$ cat src/rtl/lookup_type_prio_pipe.sv
// Pipelined masked-rule type lookup with lowest-index priority, valid/ready flow
// control, addressed rule writes, a miss-default result and saturating per-rule hit counters.
module lookup_type_prio_pipe #(
    parameter int RULE_NUM   = 8,
    parameter int TYPE_NUM   = 2,
    parameter int TYPE_WIDTH = 16,
    parameter int RESULT_W   = 32,
    parameter int TAG_W      = 8,
    parameter int CNT_W      = 32,
    parameter int OUT_REG    = 1,
    localparam int IDX_W     = $clog2(RULE_NUM) + 1,
    localparam int VEC_W     = TYPE_NUM * TYPE_WIDTH
) (
    input  logic                i_clk,
    input  logic                i_rst_n,
    input  logic                i_lk_valid,
    output logic                o_lk_ready,
    input  logic [VEC_W-1:0]    i_lk_type,
    input  logic [TAG_W-1:0]    i_lk_tag,
    output logic                o_rs_valid,
    input  logic                i_rs_ready,
    output logic                o_rs_hit,
    output logic [IDX_W-1:0]    o_rs_idx,
    output logic [RESULT_W-1:0] o_rs_result,
    output logic [TAG_W-1:0]    o_rs_tag,
    input  logic                i_cfg_wren,
    input  logic [IDX_W-1:0]    i_cfg_addr,
    input  logic                i_cfg_valid,
    input  logic [VEC_W-1:0]    i_cfg_data,
    input  logic [VEC_W-1:0]    i_cfg_mask,
    input  logic [RESULT_W-1:0] i_cfg_result,
    input  logic [RESULT_W-1:0] i_miss_result,
    input  logic                i_cnt_clr,
    input  logic [IDX_W-1:0]    i_cnt_rdaddr,
    output logic [CNT_W-1:0]    o_cnt_rddata
);

    function automatic logic [CNT_W-1:0] sat_inc(input logic [CNT_W-1:0] v);
        return (&v) ? v : v + CNT_W'(1);
    endfunction

    logic [RULE_NUM-1:0] rule_vld;
    logic [VEC_W-1:0]    rule_data [RULE_NUM];
    logic [VEC_W-1:0]    rule_mask [RULE_NUM];
    logic [RESULT_W-1:0] rule_res  [RULE_NUM];

    logic                advance;
    logic                win_hit;
    logic [IDX_W-1:0]    win_idx;
    logic [RESULT_W-1:0] win_res;

    logic                vld_p1;
    logic                hit_p1;
    logic [IDX_W-1:0]    idx_p1;
    logic [RESULT_W-1:0] res_p1;
    logic [TAG_W-1:0]    tag_p1;

    logic [CNT_W-1:0]    cnt [RULE_NUM+1];
    logic [CNT_W-1:0]    rd_mux;
    logic [IDX_W-1:0]    cnt_sel;

    assign advance    = ~o_rs_valid | i_rs_ready;
    assign o_lk_ready = advance;

    // Rule table: enables are reset, contents are not; out-of-range addresses match no entry.
    always_ff @(posedge i_clk or negedge i_rst_n) begin
        if (!i_rst_n) begin
            rule_vld <= '0;
        end else begin
            for (int i = 0; i < RULE_NUM; i++) begin
                if (i_cfg_wren && i_cfg_addr == IDX_W'(i)) rule_vld[i] <= i_cfg_valid;
            end
        end
    end

    always_ff @(posedge i_clk) begin
        for (int i = 0; i < RULE_NUM; i++) begin
            if (i_cfg_wren && i_cfg_addr == IDX_W'(i)) begin
                rule_data[i] <= i_cfg_data;
                rule_mask[i] <= i_cfg_mask;
                rule_res[i]  <= i_cfg_result;
            end
        end
    end

    // Scan from the top so the lowest matching index is the last one assigned.
    always_comb begin
        win_hit = 1'b0;
        win_idx = '0;
        win_res = i_miss_result;
        for (int i = RULE_NUM - 1; i >= 0; i--) begin
            if (rule_vld[i] && ((rule_mask[i] & i_lk_type) == rule_data[i])) begin
                win_hit = 1'b1;
                win_idx = IDX_W'(i);
                win_res = rule_res[i];
            end
        end
    end

    // ---- stage p1: lookup result registered at accept ----
    always_ff @(posedge i_clk or negedge i_rst_n) begin
        if (!i_rst_n) begin
            vld_p1 <= 1'b0;
            hit_p1 <= 1'b0;
            idx_p1 <= '0;
            res_p1 <= '0;
            tag_p1 <= '0;
        end else if (advance) begin
            vld_p1 <= i_lk_valid;
            hit_p1 <= win_hit;
            idx_p1 <= win_idx;
            res_p1 <= win_res;
            tag_p1 <= i_lk_tag;
        end
    end

    // ---- stage p2: optional output register ----
    generate
        if (OUT_REG != 0) begin : g_out_reg
            logic                vld_p2;
            logic                hit_p2;
            logic [IDX_W-1:0]    idx_p2;
            logic [RESULT_W-1:0] res_p2;
            logic [TAG_W-1:0]    tag_p2;

            always_ff @(posedge i_clk or negedge i_rst_n) begin
                if (!i_rst_n) begin
                    vld_p2 <= 1'b0;
                    hit_p2 <= 1'b0;
                    idx_p2 <= '0;
                    res_p2 <= '0;
                    tag_p2 <= '0;
                end else if (advance) begin
                    vld_p2 <= vld_p1;
                    hit_p2 <= hit_p1;
                    idx_p2 <= idx_p1;
                    res_p2 <= res_p1;
                    tag_p2 <= tag_p1;
                end
            end

            assign o_rs_valid  = vld_p2;
            assign o_rs_hit    = hit_p2;
            assign o_rs_idx    = idx_p2;
            assign o_rs_result = res_p2;
            assign o_rs_tag    = tag_p2;
        end else begin : g_no_out_reg
            assign o_rs_valid  = vld_p1;
            assign o_rs_hit    = hit_p1;
            assign o_rs_idx    = idx_p1;
            assign o_rs_result = res_p1;
            assign o_rs_tag    = tag_p1;
        end
    endgenerate

    // Entry RULE_NUM is the miss counter.
    assign cnt_sel = o_rs_hit ? o_rs_idx : IDX_W'(RULE_NUM);

    always_ff @(posedge i_clk or negedge i_rst_n) begin
        if (!i_rst_n) begin
            for (int i = 0; i <= RULE_NUM; i++) cnt[i] <= '0;
        end else if (i_cnt_clr) begin
            for (int i = 0; i <= RULE_NUM; i++) cnt[i] <= '0;
        end else if (o_rs_valid && i_rs_ready) begin
            for (int i = 0; i <= RULE_NUM; i++) begin
                if (cnt_sel == IDX_W'(i)) cnt[i] <= sat_inc(cnt[i]);
            end
        end
    end

    always_comb begin
        rd_mux = '0;
        for (int i = 0; i <= RULE_NUM; i++) begin
            if (i_cnt_rdaddr == IDX_W'(i)) rd_mux = cnt[i];
        end
    end

    always_ff @(posedge i_clk or negedge i_rst_n) begin
        if (!i_rst_n) o_cnt_rddata <= '0;
        else          o_cnt_rddata <= rd_mux;
    end

endmodule

$ cat config.mk
export PLATFORM = sky130hd
export DESIGN_NAME = lookup_type_prio_pipe
export DESIGN_NICKNAME = d
export VERILOG_FILES = /design/src/rtl/lookup_type_prio_pipe.sv
export SDC_FILE = /design/constraint.sdc
export NUM_CORES = 2
export LEC_CHECK = 0
export CAP_MARGIN = 20
export CORE_MARGIN = 5
export CORE_UTILIZATION = 35
export DETAILED_ROUTE_END_ITERATION = 7
export PLACE_DENSITY = 0.5
export SLEW_MARGIN = 5
export SYNTH_ARGS = -nofsm -noshare
export SYNTH_HDL_FRONTEND = slang
export SYNTH_SLANG_ARGS = --single-unit
$ cat constraint.sdc
create_clock -name i_clk -period 2.4 [get_ports i_clk]
set_input_delay 0.72 -clock i_clk [delete_from_list [all_inputs] [get_ports i_clk]]
set_output_delay 0.72 -clock i_clk [all_outputs]
set_load 0.005 [all_outputs]
# Yosys cells after proc, flatten, opt, wreduce, memory -nomap -nowiden

Memory sizes are Yosys's and may differ from the RTL's.
Cells that the tools add are included.
Widths: inputs -> output; s select.

Add/subtract/negate cells: 9
$mul: 0
Div/mod/pow operators: 0
$lt $le $gt $ge: 0
Equal/unequal tests: 40
Shift-type cells: 0
Muxes and demuxes: 133
Bitwise gates (word level): 10
Reductions and logical operators: 69

Operators with widths:

| kind                  | count |
|---|---|
| $mux 32               | 56 |
| $reduce_or 32->1      | 21 |
| $mux 288              | 2 |
| $add 32x1->32 const B | 9 |
| $reduce_and 32->1     | 9 |
| $and 32x32->32        | 8 |
| $eq 32x32->1          | 8 |
| $mux 3                | 22 |
| $eq 4x3->1 const B    | 12 |
| $mux 1                | 45 |
| $mux 4                | 8 |
| $reduce_and 3->1      | 9 |
| $eq 4x2->1 const B    | 6 |
| $reduce_bool 2->1     | 10 |
| $ne 2x2->1 const B    | 9 |
| $logic_and 1x1->1     | 17 |
| $eq 4x1->1 const B    | 3 |
| $logic_not 4->1       | 3 |
| $eq 4x4->1 const B    | 2 |
| $not 1->1             | 1 |
| $or 1x1->1            | 1 |

Register bits after elaboration: 420
Bits in latches: 0
Bits in writable memories: 768
Bits in read-only memories: 0
Input bits: 183
Output and inout port bits: 79
Word-level logic and storage cells: 292
Memories kept: 3

Memories:

| memory    | depth | width | read ports | clocked after memory_dff | wr ports | RTL line | RTL |
|---|---|---|---|---|---|---|---|
| rule_data | 8     | 32    | 8          | 0                        | 1        | 43       | `logic [VEC_W-1:0] rule_data [RULE_NUM];` |
| rule_mask | 8     | 32    | 8          | 0                        | 1        | 44       | `logic [VEC_W-1:0] rule_mask [RULE_NUM];` |
| rule_res  | 8     | 32    | 8          | 0                        | 1        | 45       | `logic [RESULT_W-1:0] rule_res [RULE_NUM];` |

# Longest topological paths before layout

Depth after elaboration: 12
Mapped depth: 11
Gate-level depth less buffers: 9

# Least setup slack after synthesis

OpenSTA, ideal clock, no wires.

Path kind: input port to flip-flop
Start: input port i_cfg_addr[2]
End: register rule_vld[0]
Library setup time: 0.098 ns
Arrival time: 8.752 ns
Data required time: 2.302 ns
Slack: -6.450 ns
Cell stages on the path: 3
Path buffers: 0
Path through: or3b_2 nor3_1 mux2_2

Longest elaborated chain between the ends: 2

RTL lines:

| what                          | RTL line | RTL |
|---|---|---|
| start, declared               | 27       | `input logic [IDX_W-1:0] i_cfg_addr,` |
| $logic_not 4->1               | 71       | `if (i_cfg_wren && i_cfg_addr == IDX_W'(i)) rule_vld[i] <= i_cfg_valid;` |
| $logic_and 1x1->1             | 71       |  |
| end signal, assigned by index | 71       |  |
| end, declared                 | 42       | `logic [RULE_NUM-1:0] rule_vld;` |

No other way between the ends.
A chain may end at the register's enable or synchronous reset.

==> summary.txt <==
Global routing
  • Total Routing Usage GR: 23.1%
  • Vias in the first global route: 39800
  • Initial antenna violation count: 11
  • Largest net degree at the start of global routing: 93
  • Global-route wire length before repair: 269 mm
  • Overflow left after global routing: 0

Yosys
  • Number of synthesized flops with an enable pin: 768
  • Fraction of registers with async set/reset: 35.2%
  • Post-synth net total: 4427
  • Most frequent cell after synthesis: edfxtp_1
  • Top FF cell, synth: edfxtp_1
  • Post-synthesis mux area share: 0.956%
  • Yosys top cell by area: edfxtp_1
  • Xor and xnor area share after synthesis: 6.00%
  • Area share of and/or/nand/nor cells after synthesis: 16.4%
  • Largest family of logic cells by synthesized area: simple AND/OR/NAND/NOR gates
  • Unique cell type count in the Yosys netlist: 83
  • Avg Inst Size Synth: 12.3 um2
  • Synth cell count leaders: edfxtp_1 (768), nand2_1 (463), dfrtp_1 (418)
  • Seq/Total Area, Yosys: 64.5%
  • Top cells by area, synth: edfxtp_1 (44%), dfrtp_1 (20%), xor2_1 (4.5%)
  • Synthesized area: 51900 um2
  • Synth warn: 0
  • Synthesized flop and latch total: 1186
  • Complex-gate fraction of the synthesized area: 10.1%
  • Top-area cell type share of the netlist area: 44.4%
  • Synth Instances: 4235
  • Adder-Cell Fraction of Synth Area: 0.217%

Detailed routing
  • Vias per cell: 5.36
  • Routed Antenna Nets: 0
  • DRC: 0
  • DRT Pass-1 Iters: 6
  • WL/cell: 24.8 um
  • Vias: 40000
  • Starting DRT DRC Count: 3288
  • Routed WL: 185 mm

Cells and area
  • Layout Nets: 5605
  • Util after Layout: 48.7%
  • Layout cells sized above 1: 27.6%
  • P&R area growth vs syn: 38.3%
  • Final Non-Filler Cells: 7456

STA
  • Rel. slew slack: 51.7%
  • Final setup fails: 60
  • Slew Viols, Final: 0
  • Final setup skew: 0.0298 ns
  • Fmax: 353 MHz
  • Tcrit/Tclk final: 118%
  • Fin worst setup slack: -0.435 ns
  • Fin. Hold Viols: 0
  • TNS Setup: -15.10 ns
  • RSZ-0062 raised after global routing: yes
  • Hold Slack: 0.381 ns
  • Min cycle time layout: 2.83 ns
  • Worst-Margin Slew: 0.722 ns

Clocking
  • Clk pin slew, worst setup/hold paths: 0.06 ns
  • CTS Root Cell: clkbuf_16
  • TritonCTS clock tree: built
  • Worst-Skew Late Latency: 0.77 ns
  • Cts bufs inserted: 135
  • H-tree Lvls: 4
  • # clock sinks: 1186
  • CTS Buffer Depth: 3

Run status
  • Violated checks: negative setup slack
  • Status: complete, but fails checks

Worst setup path
  • Crit path buf inv count: 4
  • Critical-path cell list: and3b_1, or4_4, or4_4, nor4_4, buf_4, o211ai_4, buf_12, buf_12, buf_16, o21ai_4, nor2_1, a21oi_1
  • Crit path largest cell delay: 0.55 ns
  • CP Launch Type: flop
  • Critical Path RT: 3.09 ns
  • R2R Setup Slk: -0.43 ns
  • Levels on crit path: 12
  • CP Capture Type: flop
  • Reg2reg start: rule_mask[0][44]
  • Slowest library cell on the worst path: or4_4
  • Setup CP Type: reg -> reg
  • WP data arrival: 3.52 ns
  • R2r endpoint: res_p1[16]
  • Cell family with most CP delay: simple AND/OR/NAND/NOR gates
  • Critical path peak fanout: 7
  • Worst Reg-to-Reg Cells: 12

Power
  • Max VDD drop: 0.718 mV
  • Tot Pwr: 46.5 mW
  • Pwr/cell area: 647 nW/um2
  • LEAKAGE: 27.8 nW

Floorplanning
  • Core outline area: 148000 um2
  • Full die area: 156000 um2
  • IO Count: 262
  • Num rows: 141
  • Die Height: 395 um
  • Die width: 395 um
  • Initial core utilization: 35.2%

Placement
  • Placed Cells: 7103
  • Hpwl dp: 132 mm
  • Placer Congestion: 0.901
  • Buffers on Ports: 260

Min path
  • Hold path depth: 3
  • Worst hold start: i_cnt_clr
  • Hold endpoint: cnt[38]
  • Hold crit path type: in -> reg

Flow run
  • Max Cap Viol: 0
[metrics by stage]
stage / setup slack, ns / area (um2)
final: -0.435 / 71900
after floorplan: -1.70 / 52200
after global placement: -1.63 / 64400
after global routing: -0.521 / 71800
after CTS: -0.429 / 70700
after detailed placement: -1.63 / 64400
[what timing repair did]
action                     4_1_cts  5_1_grt
hold buffers                     1        0
setup buffers                   72       21
gates resized for setup        343      219
pin swaps                      115      130
cloned                          18        4
setup endpoints to repair      187      211
hold endpoints to repair        24        0
[cell type report]
type / instances / area (um2)
Tap cell: 1930 / 2410
Inverter: 28 / 110
Timing Repair Buffer: 1236 / 12000
Sequential cell: 1186 / 33500
Fill cell: 13100 / 75800
Clock buffer: 183 / 3700
Clock inverter: 64 / 649
Multi-Input combinational cell: 2826 / 19400
Antenna cell: 3 / 7.51
[logic make-up (layout without fill, tap and decap cells)]
family	after synthesis	after routing
other cells	1	4
flops	1186	1186
mux	45	45
buf+inv	224	1511
xor+xnor	356	356
fa+ha+maj	9	9
simple gates	1695	1696
compound gates	719	719
[worst max-delay path by stage]
stage / start / endpoint / slack, ns
CTS: rule_mask[0][93] / res_p1[1] / -0.43
global route: rule_mask[0][44] / res_p1[16] / -0.52
floorplan: i_cfg_addr[2] / rule_vld[0] / -1.70
detailed placement: i_lk_type[10] / res_p1[23] / -1.63
global placement: i_lk_type[17] / res_p1[26] / -1.63
finish: rule_mask[0][44] / res_p1[16] / -0.43
[worst register-to-register path, stage by stage, from the launching register on]
cell and delay (ns):
edfxtp_1 0.37, and3b_1 0.17, or4_4 0.55, or4_4 0.46
nor4_4 0.13, buf_4 0.19, o211ai_4 0.11, buf_12 0.17
buf_12 0.14, buf_16 0.14, o21ai_4 0.13, nor2_1 0.06
a21oi_1 0.15
[per-layer routing]
layer	track usage, %	up-vias	part of all wire, %
met3	3.69	275	5.6
met5	0	-	0.015
met1	31.1	20200	43
met4	7.43	4	3.5
li1	-	18200	-
met2	38.3	1223	48
[state kept, by name, summed over array words and instances (netlist names)]
name,count
cnt,288
rule_data,256
rule_mask,256
rule_res,256
o_cnt_rddata,32
o_rs_result,32
res_p1,32
o_rs_tag,8
rule_vld,8
tag_p1,8
idx_p1,3
o_rs_idx,3
hit_p1,1
o_rs_hit,1
o_rs_valid,1
vld_p1,1
[placed cells by master, fill, tap and decap left out, types with 66 or more instances in the layout]
master / instances
dfrtp_1: 414
xor2_1: 261
nand4_1: 127
clkbuf_16: 141
nor2_1: 366
buf_6: 69
nand2_1: 448
and3_1: 96
nor3_1: 69
edfxtp_1: 768
and3b_1: 66
xnor2_1: 82
buf_12: 127
buf_4: 760
a21oi_1: 105
nand3_1: 142
clkdlybuf4s50_1: 184
[where the power goes]
part | switching, mW | leakage, nW | internal (mW) | total [mW]
logic | 1.99 | 13.1 | 1.50 | 3.49
registers | 0.274 | 12.6 | 22.4 | 22.6
clock network | 8.66 | 2.11 | 11.7 | 20.3
total | 10.9 | 27.8 | 35.5 | 46.5
(Power assumes the default switching activity.)
